--- config.mk ---
export PLATFORM = sky130hd
export DESIGN_NAME = if_id_stage
export DESIGN_NICKNAME = d
export VERILOG_FILES = /design/src/rtl/cpu16_pkg.sv /design/src/rtl/hazard_detect.sv /design/src/rtl/if_id_stage.sv
export SDC_FILE = /design/constraint.sdc
export NUM_CORES = 1
export LEC_CHECK = 0
export ABC_AREA = 0
export BUFFER_PORTS_ARGS = -buffer_cell sky130_fd_sc_hd__buf_4
export CORE_MARGIN = 4
export CORE_UTILIZATION = 51
export CTS_CLUSTER_SIZE = 10
export DETAILED_ROUTE_END_ITERATION = 10
export PLACE_DENSITY = 0.85
export SYNTH_ARGS = -nofsm -noshare
export SYNTH_HDL_FRONTEND = slang
export SYNTH_SLANG_ARGS = --single-unit
--- constraint.sdc ---
create_clock -name clock -period 4.45 [get_ports clock]
set_clock_uncertainty 0.15 [all_clocks]
set_input_delay 0.6675 -clock clock [delete_from_list [all_inputs] [get_ports clock]]
set_output_delay 0.6675 -clock clock [all_outputs]
set_load 0.03 [all_outputs]
--- src/rtl/cpu16_pkg.sv ---
// Shared definitions for the 16-bit processor: opcodes, instruction field
// positions and the decoded control bundle carried into ID/EX.
package cpu16_pkg;

    localparam int DATA_W = 16;
    localparam int REG_W  = 3;
    localparam int OPC_W  = 4;
    localparam int IMM_W  = 6;

    localparam int OPC_LSB = 12;
    localparam int RS_LSB  = 9;
    localparam int RT_LSB  = 6;
    localparam int RD_LSB  = 3;
    localparam int IMM_LSB = 0;

    localparam logic [OPC_W-1:0] OP_R    = 4'h0;
    localparam logic [OPC_W-1:0] OP_ADDI = 4'h1;
    localparam logic [OPC_W-1:0] OP_LW   = 4'h2;
    localparam logic [OPC_W-1:0] OP_SW   = 4'h3;
    localparam logic [OPC_W-1:0] OP_BEQ  = 4'h4;
    localparam logic [OPC_W-1:0] OP_J    = 4'h5;
    localparam logic [OPC_W-1:0] OP_NOP  = 4'hF;

    localparam logic [DATA_W-1:0] NOP_WORD = 16'hF000;

    typedef struct packed {
        logic reg_write;
        logic mem_read;
        logic mem_write;
        logic branch;
        logic alu_src;
    } ctrl_t;

    localparam ctrl_t CTRL_NONE = '0;

    // Unknown opcodes fall through to the NOP bundle.
    function automatic ctrl_t decode_ctrl(input logic [OPC_W-1:0] op);
        ctrl_t c;
        c = CTRL_NONE;
        case (op)
            OP_R:    c.reg_write = 1'b1;
            OP_ADDI: begin c.reg_write = 1'b1; c.alu_src = 1'b1; end
            OP_LW:   begin c.reg_write = 1'b1; c.mem_read = 1'b1; c.alu_src = 1'b1; end
            OP_SW:   begin c.mem_write = 1'b1; c.alu_src = 1'b1; end
            OP_BEQ:  c.branch = 1'b1;
            OP_J:    c.branch = 1'b1;
            OP_NOP:  c = CTRL_NONE;
            default: c = CTRL_NONE;
        endcase
        return c;
    endfunction

    function automatic logic reads_rt(input logic [OPC_W-1:0] op);
        return (op == OP_R) || (op == OP_SW) || (op == OP_BEQ);
    endfunction

endpackage

--- src/rtl/hazard_detect.sv ---
// Load-use comparator: flags when the live ID instruction reads the register
// that a load in EX has not yet produced. Register 0 never hazards.
module hazard_detect
    import cpu16_pkg::*;
(
    input  logic             i_valid,
    input  logic             i_ex_mem_read,
    input  logic [REG_W-1:0] i_ex_dest,
    input  logic [REG_W-1:0] i_rs,
    input  logic [REG_W-1:0] i_rt,
    input  logic             i_uses_rt,
    output logic             o_stall
);

    logic w_rs_hit;
    logic w_rt_hit;

    assign w_rs_hit = (i_ex_dest == i_rs);
    assign w_rt_hit = i_uses_rt && (i_ex_dest == i_rt);
    assign o_stall  = i_valid && i_ex_mem_read && (i_ex_dest != '0) && (w_rs_hit || w_rt_hit);

endmodule

--- src/rtl/if_id_stage.sv ---
// IF/ID pipeline register with combinational decode, load-use stall and
// branch flush. Decoded controls are bubbled whenever the stage is dead or stalled.
module if_id_stage
    import cpu16_pkg::*;
#(
    parameter int WIDTH = 16
) (
    input  logic             clock,
    input  logic             reset_n,
    input  logic             fetch_valid,
    input  logic [WIDTH-1:0] instr_in,
    input  logic [WIDTH-1:0] pc_in,
    input  logic             flush,
    input  logic             ex_mem_read,
    input  logic [REG_W-1:0] ex_dest,
    output logic             stall,
    output logic             valid_out,
    output logic [WIDTH-1:0] pc_out,
    output logic [OPC_W-1:0] opcode,
    output logic [REG_W-1:0] rs,
    output logic [REG_W-1:0] rt,
    output logic [REG_W-1:0] dest,
    output logic [WIDTH-1:0] imm,
    output logic             reg_write,
    output logic             mem_read,
    output logic             mem_write,
    output logic             branch,
    output logic             alu_src,
    output logic [15:0]      stall_count
);

    logic [WIDTH-1:0] r_instr;
    logic [WIDTH-1:0] r_pc;
    logic             r_valid;
    logic [15:0]      r_stall_count;

    logic [OPC_W-1:0] w_op;
    logic [REG_W-1:0] w_rs;
    logic [REG_W-1:0] w_rt;
    logic [REG_W-1:0] w_rd;
    ctrl_t            w_ctrl;
    logic             w_uses_rt;
    logic             w_stall;

    assign w_op      = r_instr[OPC_LSB +: OPC_W];
    assign w_rs      = r_instr[RS_LSB +: REG_W];
    assign w_rt      = r_instr[RT_LSB +: REG_W];
    assign w_rd      = r_instr[RD_LSB +: REG_W];
    assign w_ctrl    = decode_ctrl(w_op);
    assign w_uses_rt = reads_rt(w_op);

    hazard_detect u_hazard (
        .i_valid       (r_valid),
        .i_ex_mem_read (ex_mem_read),
        .i_ex_dest     (ex_dest),
        .i_rs          (w_rs),
        .i_rt          (w_rt),
        .i_uses_rt     (w_uses_rt),
        .o_stall       (w_stall)
    );

    // Fetch handshake: fetch_valid qualifies instr_in/pc_in in a cycle; the word
    // is consumed at the next edge only when stall and flush are both low, so
    // fetch must hold PC and present the same word again while stall is high.
    always_ff @(posedge clock or negedge reset_n) begin
        if (!reset_n) begin
            r_instr       <= NOP_WORD;
            r_pc          <= '0;
            r_valid       <= 1'b0;
            r_stall_count <= '0;
        end else begin
            if (flush) begin
                r_instr <= NOP_WORD;
                r_valid <= 1'b0;
            end else if (!w_stall) begin
                if (fetch_valid) begin
                    r_instr <= instr_in;
                    r_pc    <= pc_in;
                    r_valid <= 1'b1;
                end else begin
                    r_instr <= NOP_WORD;
                    r_valid <= 1'b0;
                end
            end
            if (w_stall && !flush && (r_stall_count != 16'hFFFF)) begin
                r_stall_count <= r_stall_count + 16'd1;
            end
        end
    end

    always_comb begin
        dest      = '0;
        reg_write = 1'b0;
        mem_read  = 1'b0;
        mem_write = 1'b0;
        branch    = 1'b0;
        alu_src   = 1'b0;
        case (w_op)
            OP_R:          dest = w_rd;
            OP_ADDI, OP_LW: dest = w_rt;
            default:       dest = '0;
        endcase
        if (r_valid && !w_stall) begin
            reg_write = w_ctrl.reg_write;
            mem_read  = w_ctrl.mem_read;
            mem_write = w_ctrl.mem_write;
            branch    = w_ctrl.branch;
            alu_src   = w_ctrl.alu_src;
        end
    end

    assign stall       = w_stall;
    assign valid_out   = r_valid;
    assign pc_out      = r_pc;
    assign opcode      = w_op;
    assign rs          = w_rs;
    assign rt          = w_rt;
    assign imm         = {{(WIDTH-IMM_W){r_instr[IMM_LSB+IMM_W-1]}}, r_instr[IMM_LSB +: IMM_W]};
    assign stall_count = r_stall_count;

endmodule

==> flow_summary.toml, run 1 <==
[pwr]
combPwrFrac_pct = 21.5
p_leak_nw = 1.62
p_int_mw = 0.810
p_clk_share_pct = 32.9
power.density_mw_per_mm2 = 335
seq_power_share_pct = 45.5
power_mw = 1.11
irDropWorstVdd_mv = 0.248
p_switching_mw = 0.301
swShare_pct = 27.1

[cts]
cts_hold_buf = 0
clk_pin_slew_ps = 90
post-cts-setup-buffers = 0
cts_tree = "yes"
cts_resized = 0
cts_sinks = 49
clk_latency_ps = 290
clock_path_buffers = 2
cts_root_buf = "clkbuf_8"
htree_num_levels = 2
cts_made_buffers = 5

[grt]
first_global_vias = 1904
track_usage_pct = 18.5
grt_max_degree = 50
grt_antenna_before_repair = 0
grt_pass1_wl_mm = 9.09
grt-ovfl-total = 0

[timing]
tightest_slew_ps = 939
period_needed_ps = 3150
fmax_mhz = 317
setup_tns_ps = 0
slew_violations = 0
rsz0062_at_grt = "no"
hold_viol = 0
max-slew-margin-rel_pct = 37.3
finalSetupViolCount = 0
fin_crit_sh_pct = 70.8

[detailed_routing]
drtAntennaViolNets = 0
viasPerCell = 5.43
wirelength_mm = 5.61
first_pass_iters = 4
drc_errors = 0
dr_total_vias = 1918
drtIter0Drc = 78
detail_route.wl_per_cell_um = 15.9

[placement]
port_buffers = 107
gp_congestion = 0.863
place_hpwl_mm = 4.25

[floorplan]
start_util_pct = 54.5
fp-row-count = 24
die_w_um = 77.4
die_h_um = 77.4
top_level_ports = 108
die_area_sq_mm = 0.00598
core_sq_mm = 0.00450

[synth]
synth_most_common_cell = "dfrtp_1"
synthFlopType = "dfrtp_1"
synth_fp_nets = 246
ys_top_cells_by_count = "45 x dfrtp_1, 13 x a22o_1, 13 x nor2_1"
synth_warnings = 0
synthesis.area_sq_mm = 0.00245
yosys.area.top_type = "dfrtp_1"
synth-async-reset-ratio_pct = 100
synth-seq-cells = 49
synth_top_cell_area_share_pct = 45.9
seq_area_frac_synth_pct = 50.2
synthTopCellsByArea = "dfrtp_1 46%, mux2_4 4.9%, a22o_1 4.6%"
synth_cells = 205
synth_edf_count = 0
synth_cell_types = 44
syn_area_per_cell_sq_um = 12.0

[layout]
nets = 341
multi_input_area_sq_mm = 0.00107
regArea_sq_mm = 0.00123
syn2layout_area_growth_pct = 35.2
fin_util_pct = 73.7
antenna_cells = 0
final_layout_size_suffix_gt1_share_pct = 48.2
fill_cells = 336

[hold_path]
hold_path.class = "in -> async"

[setup_path]
crit_type = "in -> out"
critPathLaunchType = "primary input"
critPathCaptureType = "primary output"
crit_fanout = 4
cp_data_required_time_ps = 3630
worst_ep_arrival_time_ps = 2330

[flow_run]
drv_cap = 0

[outcome]
outcome = "finished clean"
[path summary, 6_finish.rpt]
path	from	to	slack, ps	depth (start not counted)
max	ex_dest[2]	mem_read	1300	7
min	reset_n	stall_count[0]$_DFFE_PN0P_	240	1
max reg2reg	r_instr[13]$_DFFE_PN1P_	pc_out[7]$_DFFE_PN0P_	1870	5
min reg2reg	stall_count[10]$_DFFE_PN0P_	stall_count[10]$_DFFE_PN0P_	360	1
max in group asynchronous	reset_n	stall_count[6]$_DFFE_PN0P_	3510	1
min in group clock	stall_count[10]$_DFFE_PN0P_	stall_count[10]$_DFFE_PN0P_	360	1
[stage by stage]
| stage | worst slack [ps] | area, sq um | cells | hold WS (ps) |
|---|---|---|---|---|
| global placement | 1370 | 3180 | 345 | 330 |
| CTS | 1300 | 3320 | 353 | 249 |
| detailed placement | 1300 | 3180 | 345 | 338 |
| floorplan | 1410 | 2450 | 205 | 222 |
| global route | 1230 | 3320 | 353 | 278 |
| finish | 1300 | 3320 | 353 | 235 |
[worst max-delay path: stages]
cell	delay [ps]
buf_4	120
xor2_1	150
or4_4	550
o21a_1	230
o211ai_1	340
nor3b_1	90
buf_4	180
[sequential cells by signal (all words and copies together), names as in the netlist]
signal,count
pc_out,16
r_instr,16
stall_count,16
valid_out,1
[logic make-up after synthesis]
group / count (synthesis) / share of synthesized area, %
and+or+nand+nor: 62 / 14.3
adders and majority gates: 1 / 0.510
AOI/OAI and AO/OA: 31 / 11.5
buffers and inverters: 23 / 6.53
xor gates and xnor gates: 21 / 7.50
muxes: 18 / 9.49
DFF: 49 / 50.2
[power by group through the flow]
stage | registers [mW] | clock network (mW) | logic [mW]
floorplan | 0.576 | 0 | 0.0777
global placement | 0.514 | 0 | 0.237
detailed placement | 0.514 | 0 | 0.242
CTS | 0.506 | 0.375 | 0.242
global route | 0.511 | 0.397 | 0.253
finish | 0.506 | 0.366 | 0.239
[layout make-up]
cell class                 count  area share [%]
sequential                    49            37.1
multi-input combinational    133            32.2
timing repair buffer         107            24.2
clock buffer                   5            2.07
clock inverter                 3            1.96
tap                           52            1.96
inverter                       4           0.452
[per-layer routing]
layer  up-vias  track usage [%]  part of all wire, %
met2        83             31.2                   48
met1       914             23.8                   43
met4         0             3.20                 0.50
met3         4             6.02                  9.0
li1        917                -                    -
met5         -                0                    0
[cells in the final DEF (no fill, tap or decap), drive strengths merged]
| master | instances |
|---|---|
| dfstp | 4 |
| a22oi | 4 |
| nand4 | 2 |
| nand2 | 9 |
| o22a | 4 |
| nand4b | 3 |
| nand3b | 1 |
| inv | 4 |
| clkinv | 1 |
| xor2 | 12 |
| o21ai | 3 |
| nor2b | 1 |
| a21oi | 2 |
| bufinv | 2 |
| o211ai | 1 |
| nor4b | 1 |
| nor4 | 5 |
| ha | 1 |
| and2 | 2 |
| mux2 | 18 |
| nor3 | 9 |
| o311ai | 1 |
| or4 | 1 |
| or2 | 3 |
| and3 | 4 |
| a2111oi | 1 |
| a22o | 13 |
| o21a | 1 |
| and4 | 2 |
| xnor2 | 9 |
| buf | 107 |
| nand3 | 5 |
| nor3b | 1 |
| dfrtp | 45 |
| nor2 | 13 |
| a21boi | 1 |
| clkbuf | 5 |
(Power assumes the default switching activity.)
==> run 2, diff against run 1 <==
Settings changed: CORE_UTILIZATION 51 to 47, PLACE_DENSITY 0.85 to 0.79.
Clock period 4.45 ns to 3 ns, I/O delays scaled along.
==> flow_summary.toml, run 2 (synthesis results as in run 1) <==
[timing]
setup_tns_ps = 0
fmax_mhz = 349
slew_violations = 0
period_needed_ps = 2870
finalSetupViolCount = 0
hold_viol = 0
fin_crit_sh_pct = 95.5
rsz0062_at_grt = "no"
tightest_slew_ps = 740
max-slew-margin-rel_pct = 50.7

[cts]
post-cts-setup-buffers = 0
cts_resized = 0
clock_path_buffers = 2
cts_made_buffers = 5
cts_root_buf = "clkbuf_8"
htree_num_levels = 2
clk_latency_ps = 300
cts_sinks = 49
clk_pin_slew_ps = 90
cts_hold_buf = 0
cts_tree = "yes"

[setup_path]
worst_ep_arrival_time_ps = 2270
cp_data_required_time_ps = 2400
crit_type = "reg -> out"
critPathLaunchType = "flop"
critPathCaptureType = "primary output"
crit_fanout = 4
worst_path_largest_cell_delay_ps = 540
worst_r2r_path_depth = 5
path_cells = "xor2_1 > or4_4 > o21a_1 > o211ai_1 > nor3b_1 > buf_4"
cp_slowest_cell = "or4_4"

[floorplan]
top_level_ports = 108
fp-row-count = 26
die_area_sq_mm = 0.00644
start_util_pct = 48.3
die_w_um = 80.3
die_h_um = 80.3
core_sq_mm = 0.00507

[layout]
fill_cells = 442
syn2layout_area_growth_pct = 35.4
final_common_cell = "buf_4"
layout_common_cells = "110 x buf_4, 45 x dfrtp_1, 13 x nor2_1, 13 x a22o_1, 12 x xor2_1"
nets = 344
multi_input_area_sq_mm = 0.00106
fin_area_sq_mm = 0.00332
antenna_cells = 0
fin_cells = 374
regArea_sq_mm = 0.00123
final_layout_size_suffix_gt1_share_pct = 48.7

[placement]
gp_congestion = 0.773
place_area_sq_mm = 0.00322
port_buffers = 107
place_hpwl_mm = 4.38
dpl.cell_count = 366

[detailed_routing]
dr_total_vias = 1899
first_pass_iters = 4
wirelength_mm = 5.79
detail_route.wl_per_cell_um = 15.5
drtIter0Drc = 78
viasPerCell = 5.08
drc_errors = 0
drtAntennaViolNets = 0

[pwr]
power.density_mw_per_mm2 = 460
p_leak_nw = 1.62
irDropWorstVdd_mv = 0.399
power_mw = 1.53

[flow_run]
drv_cap = 0

[grt]
first_global_vias = 1931
grt_pass1_wl_mm = 9.16
grt_antenna_before_repair = 0
grt_max_degree = 50
grt-ovfl-total = 0
track_usage_pct = 18.0

[hold_path]
hold_path.class = "in -> async"

[outcome]
outcome = "finished clean"
-- run 2: cell types whose count changed in the layout (fill, tap and decap cells not counted), sizes merged --
cell / before / now
buf: 107 / 110
bufinv: 2 / 0
clkbuf: 5 / 7
-- run 2: per-stage QoR --
| stage | setup WS (ps) | utilization [%] | hold WS [ps] |
|---|---|---|---|
| 6_report | 134 | 65.5 | 10.2 |
| 5_1_grt | 5.55 | 65.5 | 53.7 |
| 4_1_cts | 122 | 65.5 | 26.0 |
| 3_5_place_dp | 327 | 63.5 | 337 |
| 3_3_place_gp | 349 | 63.5 | 326 |
| 2_1_floorplan | 180 | - | 4.41 |
-- run 2: final cells by class --
class                   instances  share of cell area, %
repair buffers                110                   24.8
inverters                       4                  0.452
well taps                      70                   2.64
flip-flops and latches         49                   37.0
clock inverters                 1                  0.151
clock buffers                   7                   2.90
multi-input cells             133                   32.0
-- run 2: worst max-delay path, delay by kind of cell (launching register included) --
kind / cells / cell delay [ps]
flip-flops: 1 / 430
buffers and inverters: 1 / 180
AO/OA/AOI/OAI: 2 / 540
XOR/XNOR: 1 / 190
AND/OR/NAND/NOR: 2 / 630
-- run 2: power breakdown --
part	internal [mW]	switching, mW	leakage (nW)
Clock	0.209	0.209	0.0542
Combinational	0.160	0.195	0.950
Sequential	0.711	0.0425	0.616
-- run 2: layer usage --
layer / share of wire [%] / track usage [%] / vias up
li1: - / - / 915
met1: 40 / 22.0 / 902
met2: 50 / 31.7 / 77
met3: 8.4 / 4.71 / 5
met4: 1.0 / 4.05 / 0
met5: 0 / 0 / -
-- run 2: path summary, 6_finish.rpt --
check / startpoint / endpoint / slack (ps)
max: r_instr[8]$_DFFE_PN0P_ / mem_read / 130
min: reset_n / stall_count[3]$_DFFE_PN0P_ / 10
max reg2reg: r_instr[12]$_DFFE_PN1P_ / stall_count[10]$_DFFE_PN0P_ / 620
min reg2reg: stall_count[8]$_DFFE_PN0P_ / stall_count[8]$_DFFE_PN0P_ / 350
max in group asynchronous: reset_n / pc_out[3]$_DFFE_PN0P_ / 2280
min in group clock: flush / valid_out$_DFFE_PN0P_ / 200
==> run 3, diff against run 2 <==
Settings changed: ABC_AREA 0 to 1, CORE_UTILIZATION 47 to 48, PLACE_DENSITY 0.79 to 0.8, SYNTH_HIERARCHICAL set to 1.
==> flow_summary.toml, run 3 <==
[outcome]
outcome = "finished, violations left"
violations = "negative hold slack"

[detailed_routing]
drtIter0Drc = 93
wirelength_mm = 7.07
dr_total_vias = 2548
first_pass_iters = 4
drc_errors = 0
viasPerCell = 5.00
drtAntennaViolNets = 0
detail_route.wl_per_cell_um = 13.9

[floorplan]
start_util_pct = 50.2
top_level_ports = 108
die_area_sq_mm = 0.00665
die_h_um = 81.5
fp-row-count = 26
core_sq_mm = 0.00517
die_w_um = 81.5

[timing]
period_needed_ps = 2750
fmax_mhz = 364
slew_violations = 0
rsz0062_at_grt = "no"
fin_crit_sh_pct = 91.5
max-slew-margin-rel_pct = 59.6
holdWs_ps = -3.10
tightest_slew_ps = 606
hold_viol = 3
finalSetupViolCount = 0
worst_slack_ps = 255
setup_tns_ps = 0

[placement]
gp_congestion = 0.869
pre_cts_slack_ps = 453
place_hpwl_mm = 5.15
port_buffers = 107

[pwr]
p_leak_nw = 1.88
seq_power_share_pct = 44.0
swShare_pct = 31.1
power_mw = 1.76
power.density_mw_per_mm2 = 500
p_int_mw = 1.22
p_switching_mw = 0.549
p_clk_share_pct = 32.0
combPwrFrac_pct = 24.0
irDropWorstVdd_mv = 0.300

[setup_path]
crit_fanout = 6
critPathLaunchType = "flop"
crit_type = "reg -> out"
cp_data_required_time_ps = 2400
worst_ep_arrival_time_ps = 2150
critPathCaptureType = "primary output"

[grt]
track_usage_pct = 21.8
first_global_vias = 2428
grt_max_degree = 50
grt-ovfl-total = 0
grt_pass1_wl_mm = 11.2
grt_antenna_before_repair = 0

[layout]
fin_util_pct = 68.3
final_layout_size_suffix_gt1_share_pct = 33.4
layout_common_cells = "136 x nand2_1, 109 x buf_4, 45 x dfrtp_1"
nets = 480
final_common_cell = "nand2_1"
antenna_cells = 0
fill_cells = 436
syn2layout_area_growth_pct = 36.1

[synth]
seq_area_frac_synth_pct = 47.4
synth-seq-cells = 49
synth_cells = 339
yosys.area.top_type = "dfrtp_1"
synthFlopType = "dfrtp_1"
synthTopCellsByArea = "dfrtp_1 43%, nand2_1 20%, inv_1 4.8%"
synth_fp_nets = 380
syn_area_per_cell_sq_um = 7.65
synthesis.area_sq_mm = 0.00259
synth-async-reset-ratio_pct = 100
synth_edf_count = 0
synth_warnings = 6
ys_top_cells_by_count = "136 x nand2_1, 45 x dfrtp_1, 33 x inv_1"
synth_cell_types = 29
synth_most_common_cell = "nand2_1"
synth_top_cell_area_share_pct = 43.4

[flow_run]
drv_cap = 0

[cts]
cts_made_buffers = 5
clk_latency_ps = 300
clock_path_buffers = 2
clk_pin_slew_ps = 90
cts_sinks = 49
cts_tree = "yes"
cts_root_buf = "clkbuf_8"
cts_hold_buf = 0
htree_num_levels = 2

[hold_path]
hold_path.class = "in -> async"
==> run 3: area by class of cell <==
| type | count | area [sq um] | area share [%] |
|---|---|---|---|
| clock buffer | 5 | 68.8 | 1.95 |
| tap | 70 | 87.6 | 2.48 |
| sequential | 49 | 1230 | 34.9 |
| clock inverter | 3 | 68.8 | 1.95 |
| inverter | 38 | 143 | 4.04 |
| timing repair buffer | 109 | 818 | 23.2 |
| multi-input combinational | 236 | 1110 | 31.5 |
==> run 3: final timing paths <==
| check | startpoint | end | slack [ps] | depth (start not counted) |
|---|---|---|---|---|
| setup / recovery | r_instr[15]$_DFFE_PN1N_ | alu_src | 250 | 11 |
| hold / removal | reset_n | pc_out[0]$_DFFE_PN0P_ | -3 | 1 |
| setup reg to reg | r_instr[15]$_DFFE_PN1N_ | stall_count[15]$_DFFE_PN0P_ | 320 | 14 |
| hold reg to reg | pc_out[9]$_DFFE_PN0P_ | pc_out[9]$_DFFE_PN0P_ | 340 | 2 |
| max in group asynchronous | reset_n | r_instr[5]$_DFFE_PN0N_ | 2300 | 1 |
| min in group clock | pc_in[7] | pc_out[7]$_DFFE_PN0P_ | 180 | 3 |
==> run 3: metal layers <==
metal	GRT usage [%]	wire [um]	up-vias
met4	9.63	238	0
met2	38.7	3630	100
met3	3.51	458	20
met5	0	0	-
met1	25.9	2740	1175
li1	-	-	1253
==> run 3: logic make-up after synthesis <==
family                     count (synthesis)  synth area share, %
and+or+nand+nor                          202                 33.0
buffers and inverters                     54                 9.74
xor gates and xnor gates                   5                 1.69
AOI/OAI and AO/OA                         28                 7.67
adders and majority gates                  1                0.482
DFF                                       49                 47.4
==> run 3: timing repair <==
action	in CTS	in global routing
buffers inserted	0	0
resized for setup	0	1
endpoints found under the setup margin	0	2
==> run 3: worst max-delay path, stage by stage, from the launching register on <==
cell	delay, ps
dfstp_2	590
nor2_1	100
nand3_1	100
o31ai_1	80
nand2_1	80
nor2_2	40
nand2_1	60
a21oi_2	60
inv_1	70
nand2_1	120
nor4_1	310
buf_4	240
==> run 3: through the flow <==
step           cells  hold WS, ps  area (sq um)
2_1_floorplan    339         4.41          2590
3_3_place_gp     502          315          3390
3_5_place_dp     502          316          3390
4_1_cts          510         15.7          3530
5_1_grt          510         39.1          3530
6_report         510        -3.10          3530
==> run 3: power by group through the flow <==
stage | clock, mW | combinational [mW] | sequential, mW
global route | 0.601 | 0.457 | 0.787
floorplan | 0 | 0.138 | 0.892
finish | 0.565 | 0.423 | 0.777
global placement | 0 | 0.419 | 0.787
CTS | 0.575 | 0.428 | 0.776
detailed placement | 0 | 0.427 | 0.787
